**config.mk**
```make
export PLATFORM = sky130hd
export DESIGN_NAME = seq_counter_gen
export DESIGN_NICKNAME = d
export VERILOG_FILES = /design/src/rtl/seq_counter_gen.sv
export SDC_FILE = /design/constraint.sdc
export NUM_CORES = 1
export LEC_CHECK = 0
export BUFFER_PORTS_ARGS = -buffer_cell sky130_fd_sc_hd__clkbuf_2
export CORE_UTILIZATION = 59
export CTS_CLUSTER_SIZE = 30
export DETAILED_ROUTE_END_ITERATION = 6
export HOLD_SLACK_MARGIN = 0.02
export PLACE_DENSITY = 0.83
export SYNTH_ARGS = -nofsm -noshare
export SYNTH_HDL_FRONTEND = slang
export SYNTH_SLANG_ARGS = --single-unit
```
**constraint.sdc**
```tcl
create_clock -name clk -period 4.09 [get_ports clk]
set_clock_uncertainty 0.2 [all_clocks]
set_input_delay 0.409 -clock clk [delete_from_list [all_inputs] [get_ports clk]]
set_output_delay 0.409 -clock clk [all_outputs]
set_load 0.02 [all_outputs]
```
**src/rtl/seq_counter_gen.sv**
```systemverilog
// seq_counter_gen: mode-selectable WIDTH-bit sequence counter (binary, Gray, Johnson, ring, LFSR)
module seq_counter_gen #(
  parameter int WIDTH = 4
) (
  input  logic             clk,
  input  logic             clr,
  input  logic             en,
  input  logic             load,
  input  logic [2:0]       mode,
  input  logic [WIDTH-1:0] din,
  output logic [WIDTH-1:0] Q,
  output logic [WIDTH-1:0] QB,
  output logic             tc
);
  if (WIDTH < 3 || WIDTH > 8) begin : g_bad_width
    $error("seq_counter_gen: WIDTH must be in 3..8");
  end
  // Fibonacci tap masks, bit t-1 set for each tap t
  localparam logic [7:0] taps_all = (WIDTH == 3) ? 8'h06 :
                                    (WIDTH == 4) ? 8'h0c :
                                    (WIDTH == 5) ? 8'h14 :
                                    (WIDTH == 6) ? 8'h30 :
                                    (WIDTH == 7) ? 8'h60 : 8'hb8;
  localparam logic [WIDTH-1:0] taps = taps_all[WIDTH-1:0];
  localparam logic [WIDTH-1:0] one  = WIDTH'(1);
  localparam logic [WIDTH-1:0] ones = '1;
  localparam logic [WIDTH-1:0] msb  = one << (WIDTH - 1);
  logic [WIDTH-1:0] q_q, q_d, step, bin_nxt, gray_nxt, nq, term;
  logic             j_legal, one_hot;
  function automatic logic [WIDTH-1:0] gray2bin(input logic [WIDTH-1:0] g);
    logic [WIDTH-1:0] b;
    b[WIDTH-1] = g[WIDTH-1];
    for (int i = WIDTH - 2; i >= 0; i--) b[i] = b[i+1] ^ g[i];
    return b;
  endfunction
  always_comb begin
    nq       = ~q_q;
    bin_nxt  = gray2bin(q_q) + one;
    gray_nxt = bin_nxt ^ (bin_nxt >> 1);
    j_legal  = ((q_q & (q_q + one)) == '0) || ((nq & (nq + one)) == '0);
    one_hot  = (q_q != '0) && ((q_q & (q_q - one)) == '0);
    step     = (mode == 3'd0) ? q_q + one :
               (mode == 3'd1) ? q_q - one :
               (mode == 3'd2) ? gray_nxt :
               (mode == 3'd3) ? (j_legal ? {~q_q[0], q_q[WIDTH-1:1]} : '0) :
               (mode == 3'd4) ? (one_hot ? {q_q[0], q_q[WIDTH-1:1]} : one) :
               (mode == 3'd5) ? ((q_q == '0) ? one : {q_q[WIDTH-2:0], ^(q_q & taps)}) :
               q_q;
    q_d      = load ? din : en ? step : q_q;
    term     = (mode == 3'd0) ? ones :
               (mode == 3'd1) ? '0 :
               (mode == 3'd3) ? one :
               (mode == 3'd4) ? (one << 1) : msb;
  end
  always_ff @(posedge clk) begin
    if (!clr) q_q <= '0;
    else      q_q <= q_d;
  end
  assign Q  = q_q;
  assign QB = ~q_q;
  assign tc = clr & en & ~load & (mode <= 3'd5) & (q_q == term);
endmodule

```
==> impl_metrics.json, run 1 <==
{
  "outcome": "finished, final reports clean",
  "crit_top_cell": "ha_1",
  "place_hpwl_um": 1917,
  "routedWlPerCell_um": 15.44,
  "ir_worst_vdd_mv": 0.1537,
  "syn-cell-area_um2": 992.2,
  "postCtsResizedCells": 0,
  "max_freq_ghz": 0.3698,
  "min_period_over_period_pct": 66.11,
  "die_w_um": 43.01,
  "drtIter0Drc": 58,
  "cts_sinks": 4,
  "cp_top_family": "adder cells",
  "drc_errors": 0,
  "finalSetupTns_ps": 0,
  "vias": 1098,
  "crit_path_start_kind": "register",
  "numCtsBuffers": 3,
  "place_congestion": 0.8809,
  "drtAntennaViolNets": 0,
  "slowest_stage": "dfxtp_1",
  "final_cells": 169,
  "routed_wl_um": 2610,
  "p_leak_nw": 0.4447,
  "crit_type": "register to register",
  "antenna_cells": 0,
  "fin_ws_ps": 1386,
  "ios": 20,
  "dr.pass1.iters": 4,
  "p_per_area_mw_per_mm2": 240.0,
  "yosysSeqAreaShare_pct": 8.071,
  "mostFrequentLayoutCell": "clkbuf_2",
  "synthArstFlopShare_pct": 0,
  "initial_utilization_pct": 64.37,
  "cts-root-buf": "clkbuf_4",
  "ff_latch_area_um2": 80.08,
  "grt_antenna_before_repair": 0,
  "grt_pass1_vias": 971,
  "synth_edf_count": 0,
  "drv_slew": 0,
  "grt_overflow": 0,
  "synth_warnings": 0,
  "drive_gt1_share_pct": 20.92,
  "avgViaCountPerCell": 6.497,
  "cts_tree": "yes",
  "multiInputGateArea_um2": 808.3,
  "area_delta_synth_final_pct": 7.188,
  "worstMarginPinSlew_ps": 584.6,
  "clockBufferDepth": 2,
  "hp-class": "input port to register",
  "grtUsageTotal_pct": 31.30,
  "yosysTopAreaCell": "ha_1",
  "die_h_um": 43.01,
  "final_cell_mix": "clkbuf_2 (19), nand2_1 (12), a21oi_1 (12), ha_1 (11)",
  "syn_inst": 139,
  "portBuffers": 19,
  "netlist.area_leader.share_pct": 13.87,
  "coreArea_mm2": 0.001541,
  "fill_cells": 158,
  "htree_num_levels": 1,
  "synth.avg_cell_area_um2": 7.138,
  "dp_worst_setup_slack_ps": 1392,
  "clk_pin_slew_ps": 40,
  "dp.cells": 166,
  "ys_types": 50,
  "cp.required_ps": 4030,
  "fin_nets": 177,
  "max_slew_margin_pct": 60.97,
  "post-route-min-period_ps": 2704,
  "rsz0062_at_grt": "false",
  "yosys-top-cells-area": "ha_1 (14%), dfxtp_1 (8.1%), a21oi_1 (6.1%), buf_6 (4.5%), nand2_1 (4.5%)",
  "die_area_mm2": 0.001850,
  "synth_ff_type": "dfxtp_1",
  "holdWs_ps": 285.5,
  "report.final.setup_viol": 0,
  "crit_buf_inv": 1,
  "clkLatencyLatePin_ps": 240,
  "post_cts_buffers": 0,
  "cp_max_fo": 10,
  "holdBufCountCts": 0,
  "cp_cell_sequence": "inv_1 -> ha_1 -> ha_1 -> nor2b_1 -> xnor2_1 -> a211o_1 -> nand4b_1 -> a32o_1",
  "end_kind": "register",
  "finalHoldViolCount": 0,
  "grt_max_degree": 21,
  "num_rows": 14,
  "critPathArrivalTime_ps": 2640,
  "synth_fp_nets": 161,
  "ys_ff_latch": 4,
  "grt_pass1_wl_um": 4429,
  "drv_cap": 0,
  "critPathMaxStageDelay_ps": 570
}
==> cells in the mapped netlist (2+ instances only) <==
cell / number
nor4b_1: 2
and2_1: 4
nand3_1: 6
nand2_1: 12
ha_1: 11
o21ai_0: 8
nand4_1: 2
o211ai_1: 3
nor3_1: 7
o21ai_1: 4
nor3b_2: 2
nor3b_1: 2
buf_2: 2
xnor2_1: 2
nor2_1: 9
a211oi_1: 2
inv_1: 9
a21oi_1: 12
buf_6: 4
nor2b_1: 3
dfxtp_1: 4
==> power breakdown <==
group	internal, mW	switching [mW]	total (mW)
combinational	0.0581	0.0882	0.146
sequential	0.0428	0.0128	0.0556
clock	0.0331	0.0202	0.0533
total	0.134	0.121	0.255
==> logic make-up after synthesis <==
family / Yosys count / share of synthesized area (%)
AO/OA/AOI/OAI: 43 / 28.00
XOR/XNOR: 3 / 3.406
adder cells (fa/ha/maj): 11 / 13.87
buffers and inverters: 18 / 10.47
flip-flops: 4 / 8.071
multiplexers: 2 / 2.144
AND/OR/NAND/NOR: 58 / 34.05
==> routing by layer <==
metal	part of all wire [%]	up-vias	routed length (um)	global-route usage (%)
met5	0	-	0	0
met2	46	59	1199	50.30
li1	-	542	-	-
met3	10	4	265	8.085
met4	1.1	0	28	8.485
met1	43	493	1116	41.28
==> worst paths after layout <==
| path | from | to | slack (ps) | depth (start not counted) |
|---|---|---|---|---|
| hold / removal | clr | Q[2] | 290 | 2 |
| setup reg to reg | Q[3] | Q[2] | 1390 | 8 |
| setup / recovery | Q[3] | Q[2] | 1390 | 8 |
| hold reg to reg | Q[3] | Q[3] | 490 | 2 |
==> cell type report <==
type / count / share of cell area, %
timing repair buffer: 19 / 8.941
inverter: 10 / 3.529
multi-input combinational: 117 / 76.00
tap: 16 / 1.882
clock buffer: 3 / 2.118
sequential: 4 / 7.529
==> per-stage QoR <==
stage               utilization [%]  instance area [um2]  total power, mW
floorplan                         -                992.2           0.1668
finish                        68.99                 1064           0.2552
detailed placement            67.53                 1041           0.2008
global placement              67.53                 1041           0.1967
global route                  68.99                 1064           0.2768
CTS                           68.99                 1064           0.2548
(Power assumes the default switching activity.)
==> inputs of run 2 (changes only) <==
--- a/config.mk
+++ b/config.mk
@@ -6,11 +6,11 @@
 export NUM_CORES = 1
 export LEC_CHECK = 0
 export BUFFER_PORTS_ARGS = -buffer_cell sky130_fd_sc_hd__clkbuf_2
-export CORE_UTILIZATION = 59
+export CORE_UTILIZATION = 55
 export CTS_CLUSTER_SIZE = 30
 export DETAILED_ROUTE_END_ITERATION = 6
 export HOLD_SLACK_MARGIN = 0.02
-export PLACE_DENSITY = 0.83
+export PLACE_DENSITY = 0.78
 export SYNTH_ARGS = -nofsm -noshare
 export SYNTH_HDL_FRONTEND = slang
 export SYNTH_SLANG_ARGS = --single-unit
==> constraint.sdc (replaced) <==
create_clock -name clk -period 2.49 [get_ports clk]
set_clock_uncertainty 0.2 [all_clocks]
set_input_delay 0.249 -clock clk [delete_from_list [all_inputs] [get_ports clk]]
set_output_delay 0.249 -clock clk [all_outputs]
set_load 0.02 [all_outputs]
==> run 2 against run 1 <==
Net effect: global-route usage grew 1.4 points; flip-flop and latch count is the same; total power grew 74%; core utilization grew 3.2 points; critical path depth is the same; combinational power grew 91%; final cell count grew 11%; sequential share of layout area shrank 0.36 points; routed wire length grew 9.1%; via count grew 5.4%; highest routed layer unchanged; final area grew 8.2%; register-to-register slack lost 1200 ps.
==> impl_metrics.json, run 2 (synthesis results as in run 1) <==
{
  "area_delta_synth_final_pct": 16.01,
  "cts_tree": "yes",
  "finalSetupTns_ps": 0,
  "ir_worst_vdd_mv": 0.2722,
  "p_comb_share_pct": 62.8,
  "cts-root-buf": "clkbuf_4",
  "drtAntennaViolNets": 0,
  "holdBufCountCts": 0,
  "crit_path_start_kind": "register",
  "initial_utilization_pct": 62.24,
  "crit_type": "register to register",
  "place_hpwl_um": 2150,
  "avgViaCountPerCell": 6.187,
  "clk_pin_slew_ps": 40,
  "p_leak_nw": 0.4938,
  "place_congestion": 1.009,
  "p_int_mw": 0.2373,
  "drtIter0Drc": 59,
  "grtUsageTotal_pct": 32.75,
  "dr.pass1.iters": 4,
  "clkLatencyLatePin_ps": 250,
  "total_power_mw": 0.4445,
  "postCtsResizedCells": 0,
  "portBuffers": 19,
  "final_cell_mix": "clkbuf_2 (19), nand2_1 (12), a21oi_1 (12), ha_1 (11), buf_4 (10)",
  "grt_pass1_wl_um": 4754,
  "clkPwrFrac_pct": 19.3,
  "fin_nets": 187,
  "min_period_over_period_pct": 92.36,
  "vias": 1157,
  "grt_antenna_before_repair": 0,
  "grt_overflow": 0,
  "worstMarginPinSlew_ps": 373.1,
  "max_freq_ghz": 0.4348,
  "finalHoldViolCount": 0,
  "cp_max_fo": 5,
  "report.final.setup_viol": 0,
  "switching_share_pct": 46.60,
  "outcome": "finished, final reports clean",
  "drive_gt1_share_pct": 26.99,
  "post_cts_buffers": 0,
  "die_w_um": 44.48,
  "numCtsBuffers": 3,
  "seqPwrFrac_pct": 17.9,
  "die_h_um": 44.48,
  "post-route-min-period_ps": 2300,
  "mostFrequentLayoutCell": "clkbuf_2",
  "cts_sinks": 4,
  "grt_pass1_vias": 1037,
  "p_per_area_mw_per_mm2": 386.1,
  "routed_wl_um": 2848,
  "cp.required_ps": 2420,
  "max_slew_margin_pct": 74.99,
  "critPathArrivalTime_ps": 2230,
  "routedWlPerCell_um": 15.23,
  "drv_cap": 0,
  "antenna_cells": 0,
  "ios": 20,
  "end_kind": "register",
  "num_rows": 14,
  "die_area_mm2": 0.001978,
  "hp-class": "input port to register",
  "fill_cells": 138,
  "p_switching_mw": 0.2071,
  "drv_slew": 0,
  "coreArea_mm2": 0.001594,
  "drc_errors": 0,
  "htree_num_levels": 1,
  "clockBufferDepth": 2,
  "grt_max_degree": 14,
  "rsz0062_at_grt": "false"
}
-- run 2: through the flow --
| stage | util (%) | setup slack, ps | hold slack (ps) | std cells | area (um2) |
|---|---|---|---|---|---|
| 6_report | 72.21 | 190.1 | 103.0 | 187 | 1151 |
| 3_3_place_gp | 70.80 | 263.7 | 351.4 | 184 | 1129 |
| 4_1_cts | 72.21 | 193.5 | 99.23 | 187 | 1151 |
| 3_5_place_dp | 70.80 | 195.9 | 359.8 | 184 | 1129 |
| 5_1_grt | 72.21 | 75.62 | 112.1 | 187 | 1151 |
| 2_1_floorplan | - | 85.47 | 174.5 | 139 | 994.7 |
-- run 2: path summary, 6_finish.rpt --
path,startpoint,end,slack (ps),cells past startpoint
max,Q[2],Q[2],190,8
min reg2reg,Q[3],Q[3],450,3
max reg2reg,Q[2],Q[2],190,8
min,clr,Q[3],100,3
-- run 2: area by class of cell --
class / instances / area [um2] / area share (%)
inverters: 10 / 37.54 / 3.261
well taps: 24 / 30.03 / 2.609
flip-flops and latches: 4 / 82.58 / 7.174
clock buffers: 3 / 22.52 / 1.957
multi-input cells: 117 / 808.3 / 70.22
repair buffers: 29 / 170.2 / 14.78
-- run 2: critical path, stage by stage, from the launching register on --
cell and delay (ps):
dfxtp_2 320, inv_1 90, ha_1 380, ha_1 370, nor2b_1 160, xnor2_1 160
a211o_1 160, nand4b_1 110, a32o_1 240
-- run 2: routing by layer --
| layer | track usage [%] | vias up | share of wire, % |
|---|---|---|---|
| li1 | - | 557 | - |
| met1 | 43.20 | 518 | 43 |
| met2 | 52.35 | 73 | 46 |
| met3 | 7.755 | 9 | 9.4 |
| met4 | 10.30 | 0 | 1.7 |
| met5 | 0 | - | 0 |
-- run 2: power by group through the flow --
| stage | Combinational (mW) | Sequential, mW | Clock (mW) |
|---|---|---|---|
| 6_report | 0.279 | 0.0794 | 0.0857 |
| 2_1_floorplan | 0.185 | 0.0896 | 0 |
| 3_5_place_dp | 0.271 | 0.0803 | 0 |
| 3_3_place_gp | 0.266 | 0.0798 | 0 |
| 4_1_cts | 0.274 | 0.0794 | 0.0873 |
| 5_1_grt | 0.308 | 0.0804 | 0.0938 |
